<file path="src/rtl/audio_pkg.sv">
// rtl/audio_pkg.sv - shared sample width, stereo sample type and pop FSM states
package audio_pkg;

  localparam int SAMPLE_W = 24;

  typedef struct packed {
    logic [SAMPLE_W-1:0] l;
    logic [SAMPLE_W-1:0] r;
  } stereo_t;

  typedef enum logic [1:0] {
    ST_IDLE  = 2'd0,
    ST_READ  = 2'd1,
    ST_SCALE = 2'd2
  } pop_state_e;

endpackage

</file>
<file path="src/rtl/audio_fifo_ram.sv">
// rtl/audio_fifo_ram.sv - simple dual-port sample storage, synchronous read
module audio_fifo_ram #(
  parameter int DEPTH = 16,
  parameter int DW    = 48
) (
  input  logic                     clk,
  input  logic                     we_i,
  input  logic [$clog2(DEPTH)-1:0] waddr_i,
  input  logic [DW-1:0]            wdata_i,
  input  logic                     re_i,
  input  logic [$clog2(DEPTH)-1:0] raddr_i,
  output logic [DW-1:0]            rdata_o
);

  logic [DW-1:0] mem_q [DEPTH];

  // A read and write to the same address in one cycle returns the old word.
  always_ff @(posedge clk) begin
    if (we_i) mem_q[waddr_i] <= wdata_i;
    if (re_i) rdata_o <= mem_q[raddr_i];
  end

endmodule

</file>
<file path="src/rtl/audio_sample_fifo.sv">
// rtl/audio_sample_fifo.sv - stereo sample FIFO popped on lrclk falling edge, with attenuation
module audio_sample_fifo
  import audio_pkg::*;
#(
  parameter int DEPTH = 16,
  parameter int WIDTH = SAMPLE_W
) (
  input  logic                   clk,
  input  logic                   rst_n,
  input  logic                   in_valid,
  output logic                   in_ready,
  input  logic [WIDTH-1:0]       in_l,
  input  logic [WIDTH-1:0]       in_r,
  input  logic                   lrclk,
  input  logic [2:0]             vol,
  output logic [WIDTH-1:0]       out_l,
  output logic [WIDTH-1:0]       out_r,
  output logic [$clog2(DEPTH):0] level,
  output logic                   underrun,
  output logic                   overrun
);

  localparam int AW = $clog2(DEPTH);
  localparam int CW = AW + 1;

  pop_state_e       state_q, state_d;
  logic             lrclk_q;
  logic [AW-1:0]    wr_ptr_q, wr_ptr_d, rd_ptr_q, rd_ptr_d, raddr_q, raddr_d;
  logic [CW-1:0]    count_q, count_d;
  logic [WIDTH-1:0] out_l_q, out_l_d, out_r_q, out_r_d;
  logic             underrun_q, underrun_d, overrun_q, overrun_d;
  logic             pop_req, push, pop, ram_re;
  logic [2*WIDTH-1:0] rd_data;

  assign pop_req  = lrclk_q & ~lrclk;
  assign in_ready = (count_q < CW'(DEPTH));
  assign push     = in_valid & in_ready;
  assign pop      = pop_req & (state_q == ST_IDLE) & (count_q != '0);

  always_comb begin
    state_d    = state_q;
    ram_re     = 1'b0;
    wr_ptr_d   = wr_ptr_q;
    rd_ptr_d   = rd_ptr_q;
    raddr_d    = raddr_q;
    count_d    = count_q;
    out_l_d    = out_l_q;
    out_r_d    = out_r_q;
    underrun_d = underrun_q | (pop_req & (state_q == ST_IDLE) & (count_q == '0));
    overrun_d  = overrun_q | (in_valid & ~in_ready);

    if (push) wr_ptr_d = wr_ptr_q + AW'(1);
    // The slot is released at the strobe; the pipeline reads from the latched address.
    if (pop) begin
      raddr_d  = rd_ptr_q;
      rd_ptr_d = rd_ptr_q + AW'(1);
    end

    case ({push, pop})
      2'b10:   count_d = count_q + CW'(1);
      2'b01:   count_d = count_q - CW'(1);
      default: count_d = count_q;
    endcase

    unique case (state_q)
      ST_IDLE:  if (pop) state_d = ST_READ;
      ST_READ: begin
        ram_re  = 1'b1;
        state_d = ST_SCALE;
      end
      ST_SCALE: begin
        out_l_d = WIDTH'($signed(rd_data[2*WIDTH-1:WIDTH]) >>> vol);
        out_r_d = WIDTH'($signed(rd_data[WIDTH-1:0]) >>> vol);
        state_d = ST_IDLE;
      end
      default:  state_d = ST_IDLE;
    endcase
  end

  always_ff @(posedge clk or negedge rst_n) begin
    if (!rst_n) begin
      state_q    <= ST_IDLE;
      lrclk_q    <= 1'b0;
      wr_ptr_q   <= '0;
      rd_ptr_q   <= '0;
      raddr_q    <= '0;
      count_q    <= '0;
      out_l_q    <= '0;
      out_r_q    <= '0;
      underrun_q <= 1'b0;
      overrun_q  <= 1'b0;
    end else begin
      state_q    <= state_d;
      lrclk_q    <= lrclk;
      wr_ptr_q   <= wr_ptr_d;
      rd_ptr_q   <= rd_ptr_d;
      raddr_q    <= raddr_d;
      count_q    <= count_d;
      out_l_q    <= out_l_d;
      out_r_q    <= out_r_d;
      underrun_q <= underrun_d;
      overrun_q  <= overrun_d;
    end
  end

  audio_fifo_ram #(
    .DEPTH (DEPTH),
    .DW    (2*WIDTH)
  ) u_ram (
    .clk     (clk),
    .we_i    (push),
    .waddr_i (wr_ptr_q),
    .wdata_i ({in_l, in_r}),
    .re_i    (ram_re),
    .raddr_i (raddr_q),
    .rdata_o (rd_data)
  );

  assign out_l    = out_l_q;
  assign out_r    = out_r_q;
  assign level    = count_q;
  assign underrun = underrun_q;
  assign overrun  = overrun_q;

endmodule

</file>
<file path="config.mk">
export PLATFORM = sky130hd
export DESIGN_NAME = audio_sample_fifo
export DESIGN_NICKNAME = d
export VERILOG_FILES = /design/src/rtl/audio_pkg.sv /design/src/rtl/audio_fifo_ram.sv /design/src/rtl/audio_sample_fifo.sv
export SDC_FILE = /design/constraint.sdc
export NUM_CORES = 1
export LEC_CHECK = 0
export BUFFER_PORTS_ARGS = -buffer_cell sky130_fd_sc_hd__buf_2
export CAP_MARGIN = 25
export CORE_MARGIN = 4
export CORE_UTILIZATION = 35
export DETAILED_ROUTE_END_ITERATION = 7
export PLACE_DENSITY = 0.61
export SYNTH_ARGS = -nofsm -noshare
export SYNTH_HDL_FRONTEND = slang
export SYNTH_SLANG_ARGS = --single-unit
</file>
<file path="constraint.sdc">
create_clock -name clk -period 4.3 [get_ports clk]
set_input_delay 0.86 -clock clk [delete_from_list [all_inputs] [get_ports clk]]
set_output_delay 0.86 -clock clk [all_outputs]
set_load 0.02 [all_outputs]
</file>
==> parameters.txt, run 1 <==
Parameter                              Value

Run status
  Run status    finished clean

Timing
  PnR worst setup slack    1.167 ns
  Portion of the clock cycle consumed by the worst path in the final layout    72.86%
  Fin Clk Skew    0.02736 ns
  Setup TNS Final    0 ns
  Pins over their slew limit    0
  Maximum achievable frequency    319.2 MHz
  Setup repair after global routing missed its margin    no
  Hold violation total from the final report    0
  Number of endpoints failing setup at the final stage    0
  Least-Margin Pin Slew    1.007 ns
  Remaining max-slew budget at the tightest pin    32.89%
  Time the final worst path needs with I/O delays and setup    3.133 ns
  Final hold slack    0.1164 ns

Synth
  Top flip-flop cell by instance count after synthesis    edfxtp_1
  Sequential fraction of the synthesis area    76.32%
  Post-synthesis sequential element count    886
  Unique masters post-synth    47
  Cell count after synthesis    1677
  Post-Syn Nets    1741
  YS warnings    0
  Average cell area after synthesis    20.51 µm²
  Post-synthesis async set-or-reset flop share    7.901%
  Biggest area contributors in the synthesized netlist    edfxtp_1 (71%), mux4_2 (13%), dfrtp_1 (5.1%), a22oi_1 (2.1%), mux2_2 (1.5%)
  Number of synthesized flops with an enable pin    816
  Post-synthesis cell area    34400 µm²
  Leading area contributor after synthesis    edfxtp_1
  Top cell type's share of synthesized area    71.23%

CTS
  CTS H-tree lvls    3
  Cell at the root of the clock tree    clkbuf_16
  Reg clk slew, reported paths    0.06 ns
  Total clock buffers created by CTS    89
  Resize count post-CTS    0
  TritonCTS clock tree    built
  Number of hold buffers added after cts    0
  Clock Latency Late Sink    0.63 ns
  Clock tree sinks    886
  Clock Tree Buf Depth    3
  Post-CTS Repair Setup Buffers    0

Global route
  Via count of the first global-routing pass    17.70k
  Wire length of the first global-routing pass    119.6 mm
  Total track usage    15.64%
  Remaining global-route overflow    0
  Largest net degree at the start of global routing    79
  Initial antenna violation count    3

Die
  Total Die Area    103400 µm²
  Die span in y    321.5 µm
  Starting density of the core    35.41%
  Std-Cell Rows    114
  Number of I/O pins    111
  Core Area    97140 µm²
  Die X    321.5 µm

Layout
  Number of fillers in the final layout    8457
  Area used by multi-input combinational logic    7681 µm²
  Nets    1874
  Final core utilization    40.53%
  Fraction of final layout cells sized beyond drive strength 1    28.56%
  Area growth, synth to finish    14.44%
  Storage cell area    26260 µm²

Route
  DR vias/cell    5.447
  Length of the first detailed-routing pass in iterations    7
  Wirelength per Cell    25.78 µm
  Vias after detailed routing    17.20k
  DR DRC count    0
  Initial DRC count    2081
  Post-detailed-routing wire length    81.43 mm
  Remaining antenna violation count after routing    0

Critical path
  Endpoint class of the critical path    register
  Crit start category    register
  Arrival time of data at the critical path endpoint    3.63 ns
  Critical register-to-register path endpoint    level[4]$_DFFE_PN0P_
  Slack of the worst reg-to-reg path    1.17 ns
  Worst R2R Start    state_q[1]$_DFFE_PN0P_
  Path type of the worst setup path    register to register
  Highest fanout seen on the critical path    10
  Worst EP required    4.80 ns
  Path depth of the worst reg2reg path    10

Power and ir drop
  Leak pwr    12.73 nW
  Worst IR drop on VDD    372.0 µV
  Pwr/cell area    627.9 nW/µm²
  Total power after layout    24.72 mW

Job
  MaxCap Viol Count    0

Placed design
  Worst slack at placement    0.7689 ns
  Final HPWL from detailed placement    46.40 mm
  Count of buffers inserted at the top-level ports    110
  Placer Congestion    0.8376

Worst hold path
  Kind of path behind the tightest hold check    input pin to async pin
==> how the worst max path moves through the flow <==
stage	startpoint	end	slack (ns)	cells past startpoint
2_1_floorplan	lrclk	level[4]$_DFFE_PN0P_	0.93	12
3_3_place_gp	lrclk	level[4]$_DFFE_PN0P_	0.79	11
3_5_place_dp	lrclk	level[4]$_DFFE_PN0P_	0.77	11
4_1_cts	state_q[1]$_DFFE_PN0P_	level[4]$_DFFE_PN0P_	1.21	10
5_1_grt	state_q[1]$_DFFE_PN0P_	level[4]$_DFFE_PN0P_	0.94	10
6_report	state_q[1]$_DFFE_PN0P_	level[4]$_DFFE_PN0P_	1.17	10
==> synthesized netlist by cell type, types with 2 or more instances <==
cell type  number
edfxtp_1      816
mux4_2        192
nand2_1       116
a22oi_1        96
dfrtp_1        70
o22ai_1        66
clkbuf_1       50
mux2_2         47
o31ai_1        32
buf_2          28
and2_1         17
nor2_1         16
buf_1          11
buf_6          10
mux2i_1        10
ha_1            9
nor2b_1         9
o21ai_0         9
xnor2_1         9
nand2b_1        8
inv_1           7
o211ai_1        6
o21a_1          6
buf_4           4
a21oi_1         3
or2_2           3
a211o_1         2
a31oi_1         2
nand4_1         2
nor3_1          2
o41ai_1         2
xor2_1          2
==> registers in the layout, indices dropped and copies added, names as in the netlist <==
name and count:
overrun 1, wr_ptr_q 4, state_q 2, u_ram.rdata_o 48, out_r 24, lrclk_q 1
out_l 24, raddr_q 4, level 5, u_ram.mem_q 768, underrun 1, rd_ptr_q 4
==> per-layer routing <==
layer / global-route usage [%] / vias to the layer above / wire, µm
met5: 0 / - / 23
met4: 3.618 / 4 / 1491
met3: 4.197 / 112 / 7536
met2: 23.84 / 758 / 37090
met1: 22.63 / 9076 / 35280
li1: - / 7252 / -
==> per-stage QoR <==
step                cell area, µm²  cells
floorplan                    34400   1677
global placement             36510   2993
detailed placement           36510   2993
CTS                          39310   3154
global route                 39360   3156
finish                       39370   3158
==> layout by cell type, fill, tap and decap left out, drive strengths merged, types with 2 or more instances in the layout <==
| cell | n |
|---|---|
| edfxtp | 816 |
| mux4 | 192 |
| buf | 145 |
| clkbuf | 117 |
| nand2 | 116 |
| a22oi | 96 |
| dfrtp | 70 |
| o22ai | 66 |
| mux2 | 47 |
| clkinv | 37 |
| o31ai | 32 |
| and2 | 17 |
| nor2 | 16 |
| mux2i | 10 |
| o21ai | 9 |
| xnor2 | 9 |
| ha | 9 |
| inv | 9 |
| nor2b | 9 |
| nand2b | 8 |
| o211ai | 6 |
| o21a | 6 |
| bufinv | 5 |
| a21oi | 3 |
| or2 | 3 |
| diode | 2 |
| a211o | 2 |
| a31oi | 2 |
| o41ai | 2 |
| nand4 | 2 |
| nor3 | 2 |
| xor2 | 2 |
==> area by class of cell <==
| class | instances | share of cell area (%) |
|---|---|---|
| inverter | 8 | 0.07628 |
| antenna | 2 | 0.01271 |
| tap | 1276 | 4.055 |
| clock inverter | 44 | 0.9725 |
| timing repair buffer | 145 | 2.524 |
| sequential | 886 | 66.71 |
| multi-input combinational | 680 | 19.51 |
| clock buffer | 117 | 6.137 |
==> cells by family (layout without fill, tap and decap cells) <==
| kind of cell | Yosys count | count (layout) | share of synthesized area, % |
|---|---|---|---|
| XOR/XNOR | 11 | 11 | 0.2801 |
| flip-flops | 886 | 886 | 76.32 |
| buffers and inverters | 111 | 314 | 1.575 |
| other | 0 | 2 | 0 |
| AO/OA/AOI/OAI | 233 | 233 | 4.809 |
| multiplexers | 249 | 249 | 14.40 |
| AND/OR/NAND/NOR | 178 | 178 | 2.284 |
| adder cells (fa/ha/maj) | 9 | 9 | 0.3274 |
==> worst max-delay path: stages, from the launching register on <==
cell,delay (ns)
dfrtp_1,0.46
nor4b_1,0.39
a21bo_2,0.33
clkinv_1,0.16
ha_1,0.41
xor2_1,0.12
ha_1,0.24
or2_2,0.28
a221o_1,0.34
o2bb2ai_1,0.14
xnor2_1,0.13
==> report_power, final <==
part           internal, mW  switching (mW)
clock                  4.27            3.17
sequential             10.4           0.678
combinational          2.68            3.50
total                  17.4            7.35
No activity file was read; power rests on OpenSTA's default activity.
==> run 2, diff against run 1 <==
==> constraint.sdc (replaced) <==
create_clock -name clk -period 3 [get_ports clk]
set_input_delay 0.6 -clock clk [delete_from_list [all_inputs] [get_ports clk]]
set_output_delay 0.6 -clock clk [all_outputs]
set_load 0.02 [all_outputs]
==> parameters.txt, run 2 (same netlist as run 1, synthesis figures left out) <==
Parameter                              Value

CTS
  Clock Tree Buf Depth    3
  Post-CTS Repair Setup Buffers    0
  CTS H-tree lvls    3
  Clock Latency Late Sink    0.64 ns
  Clock tree sinks    886
  Number of hold buffers added after cts    0
  TritonCTS clock tree    built
  Resize count post-CTS    0
  Cell at the root of the clock tree    clkbuf_16
  Reg clk slew, reported paths    0.06 ns
  Total clock buffers created by CTS    90

Placed design
  Placer Congestion    0.8186
  Count of buffers inserted at the top-level ports    110
  Final HPWL from detailed placement    50.89 mm

Layout
  Storage cell area    26260 µm²
  Nets    1910
  Area used by multi-input combinational logic    7681 µm²
  Most common cell after layout, fill and taps aside    edfxtp_1
  Flip-flop count of the largest register after layout    768
  Most used cells in the layout excluding fill and tap cells    edfxtp_1 (816), mux4_2 (192), nand2_1 (116)
  Fraction of final layout cells sized beyond drive strength 1    29.72%
  Area growth, synth to finish    16.35%
  Number of fillers in the final layout    8397
  Register with the most flip-flops    u_ram.mem_q
  Biggest regs    u_ram.mem_q x768, u_ram.rdata_o x48

Timing
  Setup repair after global routing missed its margin    no
  Number of endpoints failing setup at the final stage    0
  Fin Clk Skew    0.01398 ns
  Time the final worst path needs with I/O delays and setup    2.695 ns
  Portion of the clock cycle consumed by the worst path in the final layout    89.84%
  Hold violation total from the final report    0
  Pins over their slew limit    0
  Maximum achievable frequency    371.0 MHz
  Setup TNS Final    0 ns
  Least-Margin Pin Slew    0.8673 ns
  Remaining max-slew budget at the tightest pin    42.06%

Global route
  Largest net degree at the start of global routing    79
  Wire length of the first global-routing pass    121.8 mm
  Remaining global-route overflow    0
  Total track usage    15.89%
  Via count of the first global-routing pass    17.84k
  Initial antenna violation count    11

Route
  DR vias/cell    5.454
  Length of the first detailed-routing pass in iterations    6
  Remaining antenna violation count after routing    0
  Initial DRC count    1874
  DR DRC count    0
  Post-detailed-routing wire length    82.37 mm
  Wirelength per Cell    25.76 µm
  Vias after detailed routing    17.44k

Critical path
  Arrival time of data at the critical path endpoint    3.21 ns
  Crit-path cells    nor4b_1 -> buf_4 -> a21bo_2 -> clkinv_1 -> ha_1 -> xor2_1 -> ha_1 -> or2_2 -> a221o_1 -> o2bb2ai_1 -> xnor2_1
  Most prevalent standard cell on the critical path    ha_1
  Worst EP required    3.51 ns
  Highest fanout seen on the critical path    5
  Endpoint class of the critical path    register
  Crit path largest cell delay    0.41 ns
  Path type of the worst setup path    register to register
  Cell with the largest stage delay on the worst path    dfrtp_1
  Crit start category    register

Power and ir drop
  Total power after layout    35.99 mW
  Leak pwr    12.99 nW
  Pwr/cell area    899.2 nW/µm²
  Worst IR drop on VDD    545.0 µV

Worst hold path
  Kind of path behind the tightest hold check    input pin to async pin

Die
  Die span in y    321.5 µm
  Core Area    97140 µm²
  Number of I/O pins    111
  Starting density of the core    35.41%
  Total Die Area    103400 µm²
  Std-Cell Rows    114
  Die X    321.5 µm

Job
  MaxCap Viol Count    0

Run status
  Run status    finished clean
-- run 2: cell count changes in the layout (fill, tap and decap cells not counted) --
cell,change
diode_2,-1
clkinv_8,-2
clkinvlp_4,+5
clkbuf_1,+2
buf_4,+5
inv_6,+2
clkinv_2,-8
clkbuf_8,+2
clkinv_1,+5
buf_16,-2
buf_12,+32
-- run 2: worst max-delay path, delay by kind of cell (launching register included) --
family,cells,cell delay [ns]
AOI/OAI and AO/OA,3,0.73
buffers and inverters,2,0.23
xor gates and xnor gates,2,0.22
and+or+nand+nor,2,0.60
adders and majority gates,2,0.40
DFF,1,0.41
-- run 2: through the flow --
stage	instance area [µm²]	instances	hold WS [ns]	util [%]	worst slack [ns]
floorplan	34400	1677	0.3044	-	-0.01124
global placement	37190	3030	0.4431	38.28	-0.01972
detailed placement	37190	3030	0.4526	38.28	0.06058
CTS	40020	3197	0.01056	41.20	0.2818
global route	40020	3197	0.03958	41.20	0.1740
finish	40020	3198	0.01068	41.20	0.3048
-- run 2: final timing paths --
kind,from,endpoint,slack [ns],cells past startpoint
setup / recovery,state_q[0]$_DFFE_PN0P_,level[4]$_DFFE_PN0P_,0.30,11
hold / removal,rst_n,level[4]$_DFFE_PN0P_,0.01,1
setup reg to reg,state_q[0]$_DFFE_PN0P_,level[4]$_DFFE_PN0P_,0.30,11
hold reg to reg,overrun$_DFF_PN0_,overrun$_DFF_PN0_,0.46,1
max in group asynchronous,rst_n,out_r[14]$_DFFE_PN0N_,2.34,2
min in group clk,lrclk,lrclk_q$_DFF_PN0_,0.09,1
-- run 2: metal layers --
layer | vias to the layer above | part of all wire [%] | GRT usage [%]
li1 | 7316 | - | -
met1 | 9318 | 45 | 23.52
met2 | 677 | 45 | 24.04
met3 | 118 | 8.1 | 3.858
met4 | 12 | 1.7 | 3.418
met5 | - | 0.066 | 0
-- run 2: final cells by class --
type | count | share of cell area [%]
Sequential cell | 886 | 65.62
Multi-Input combinational cell | 680 | 19.19
Clock buffer | 121 | 6.124
Timing Repair Buffer | 180 | 4.039
Tap cell | 1276 | 3.989
Clock inverter | 46 | 0.9597
Inverter | 8 | 0.07503
Antenna cell | 1 | 0.006252
-- run 2: power by group --
group | internal [mW] | leakage (nW) | switching (mW)
clock | 6.18 | 1.37 | 4.58
sequential | 14.9 | 8.20 | 0.850
combinational | 4.07 | 3.42 | 5.39
total | 25.2 | 13.0 | 10.8
==> run 3, diff against run 2 <==
--- a/config.mk
+++ b/config.mk
@@ -7,6 +7,7 @@
 export LEC_CHECK = 0
 export BUFFER_PORTS_ARGS = -buffer_cell sky130_fd_sc_hd__buf_2
 export CAP_MARGIN = 25
+export CORE_ASPECT_RATIO = 1.75
 export CORE_MARGIN = 4
 export CORE_UTILIZATION = 35
 export DETAILED_ROUTE_END_ITERATION = 7
==> parameters.txt, run 3 (same netlist as run 1, synthesis figures left out) <==
Parameter                              Value

Global route
  Remaining global-route overflow    0
  Initial antenna violation count    16
  Via count of the first global-routing pass    18.10k
  Largest net degree at the start of global routing    86
  Wire length of the first global-routing pass    120.3 mm
  Total track usage    15.54%

Placed design
  DP Cell Count    3057
  Count of buffers inserted at the top-level ports    110
  Final HPWL from detailed placement    48.60 mm
  Placer Congestion    0.7817

Critical path
  Worst R2R Start    state_q[1]$_DFFE_PN0P_
  Slack of the worst reg-to-reg path    0.24 ns
  Crit-path cells    nor4b_1 -> a21bo_2 -> clkinv_1 -> ha_1 -> xor2_1 -> ha_1 -> or2_2 -> a221o_1 -> o2bb2ai_1 -> xnor2_1
  Arrival time of data at the critical path endpoint    3.28 ns
  Cell with the largest stage delay on the worst path    dfrtp_1
  Crit path largest cell delay    0.45 ns
  Critical register-to-register path endpoint    level[4]$_DFFE_PN0P_
  Worst EP required    3.52 ns
  Path type of the worst setup path    register to register
  Highest fanout seen on the critical path    5
  Path depth of the worst reg2reg path    10
  Capture point of the worst path    level[4]$_DFFE_PN0P_
  Endpoint class of the critical path    register
  Crit start category    register
  Most prevalent standard cell on the critical path    ha_1
  CP startpoint    state_q[1]$_DFFE_PN0P_

Timing
  Hold violation total from the final report    0
  Maximum achievable frequency    362.4 MHz
  Fin Clk Skew    0.02340 ns
  Time the final worst path needs with I/O delays and setup    2.759 ns
  Number of endpoints failing setup at the final stage    0
  Least-Margin Pin Slew    0.8521 ns
  Setup repair after global routing missed its margin    no
  Pins over their slew limit    0
  Remaining max-slew budget at the tightest pin    43.19%
  Portion of the clock cycle consumed by the worst path in the final layout    91.98%

Layout
  Flip-flop count of the largest register after layout    768
  Storage cell area    26260 µm²
  Biggest regs    u_ram.mem_q x768, u_ram.rdata_o x48
  Fraction of final layout cells sized beyond drive strength 1    29.99%
  Number of fillers in the final layout    8551
  Final core utilization    40.81%
  Number of standard cells in the final layout excluding fillers    3203
  Area used by multi-input combinational logic    7676 µm²
  Most used cells in the layout excluding fill and tap cells    edfxtp_1 (816), mux4_2 (192), nand2_1 (116)
  Nets    1901
  Register with the most flip-flops    u_ram.mem_q
  Most common cell after layout, fill and taps aside    edfxtp_1
  Area growth, synth to finish    15.21%

CTS
  Cell at the root of the clock tree    clkbuf_16
  Total clock buffers created by CTS    77
  Number of hold buffers added after cts    1
  Resize count post-CTS    0
  CTS H-tree lvls    3
  Clock tree sinks    886
  Reg clk slew, reported paths    0.06 ns
  Post-CTS Repair Setup Buffers    0
  Clock Latency Late Sink    0.64 ns
  TritonCTS clock tree    built
  Clock Tree Buf Depth    3

Die
  Die span in y    422.7 µm
  Total Die Area    103600 µm²
  Core Area    97110 µm²
  Number of I/O pins    111
  Die X    245.0 µm
  Std-Cell Rows    151
  Starting density of the core    35.42%

Power and ir drop
  Psw    10.45 mW
  Worst IR drop on VDD    529.4 µV
  Leak pwr    12.84 nW
  Share of total power in sequential cells    44.7%
  Switching power as a share of total power    29.98%
  Combinational fraction of design power    27.1%
  Pwr/cell area    879.7 nW/µm²
  Part of the power in the clock network    28.2%
  Internal Power    24.41 mW

Run status
  Run status    finished clean

Worst hold path
  Kind of path behind the tightest hold check    input pin to register

Route
  Length of the first detailed-routing pass in iterations    7
  DR DRC count    0
  Wirelength per Cell    25.13 µm
  Remaining antenna violation count after routing    0
  Post-detailed-routing wire length    80.48 mm
  Initial DRC count    1149
  DR vias/cell    5.280
  Vias after detailed routing    16.91k

Job
  MaxCap Viol Count    0
==> run 3: cell types whose count changed in the layout (fill, tap and decap cells not counted), moves of 3 or more <==
| cell | delta |
|---|---|
| clkbuf_8 | -4 |
| buf_4 | +10 |
| clkinv_2 | +6 |
| clkinvlp_4 | -3 |
| clkbuf_16 | -11 |
| clkinv_1 | -9 |
| inv_6 | +3 |
| clkbuf_4 | +3 |
| clkbuf_1 | -14 |
| buf_12 | -8 |
| diode_2 | +5 |
==> run 3: worst min path at each step <==
stage | start | endpoint | slack (ns) | cells past startpoint
finish | lrclk | lrclk_q$_DFF_PN0_ | 0.09 | 1
global route | lrclk | lrclk_q$_DFF_PN0_ | 0.05 | 1
CTS | lrclk | lrclk_q$_DFF_PN0_ | 0.03 | 1
detailed placement | overrun$_DFF_PN0_ | overrun$_DFF_PN0_ | 0.44 | 1
global placement | overrun$_DFF_PN0_ | overrun$_DFF_PN0_ | 0.44 | 1
floorplan | rst_n | level[0]$_DFFE_PN0P_ | 0.30 | 0
==> run 3: routing by layer <==
layer,track usage [%],share of wire (%),vias up
li1,-,-,7286
met1,18.92,38,8938
met2,27.89,53,540
met3,3.122,5.7,135
met4,4.644,2.5,14
met5,0,0.12,-
==> run 3: layout make-up <==
class	count	share of cell area, %
diodes	6	0.03788
clock buffers	95	5.275
clock inverters	44	0.9723
inverters	8	0.07577
multi-input cells	680	19.37
flip-flops and latches	886	66.26
well taps	1300	4.104
repair buffers	184	3.902
==> run 3: power by group through the flow <==
stage               Combinational, mW  Sequential (mW)  Clock (mW)
detailed placement               9.59             15.9           0
CTS                              9.62             15.6        10.1
finish                           9.43             15.6        9.84
global placement                 9.49             15.8           0
floorplan                        5.98             16.0           0
global route                     10.2             15.7        10.6
==> run 3: critical path, delay by kind of cell (launching register included) <==
| kind | cells | cell delay (ns) |
|---|---|---|
| AO/OA/AOI/OAI | 3 | 0.77 |
| AND/OR/NAND/NOR | 2 | 0.72 |
| flip-flops | 1 | 0.45 |
| adder cells (fa/ha/maj) | 2 | 0.41 |
| XOR/XNOR | 2 | 0.21 |
| buffers and inverters | 1 | 0.07 |
==> run 3: per-stage QoR <==
step           TNS [ns]  worst slack [ns]  total power, mW  instance area [µm²]  hold slack (ns)
2_1_floorplan  -0.01124          -0.01124            21.94                34400           0.3044
3_3_place_gp          0            0.1201            25.27                37130           0.4411
3_5_place_dp          0           0.03960            25.45                37130           0.4404
4_1_cts               0            0.2471            35.34                39620          0.02663
5_1_grt               0           0.09760            36.45                39620          0.05219
6_report              0            0.2406            34.86                39630          0.09071
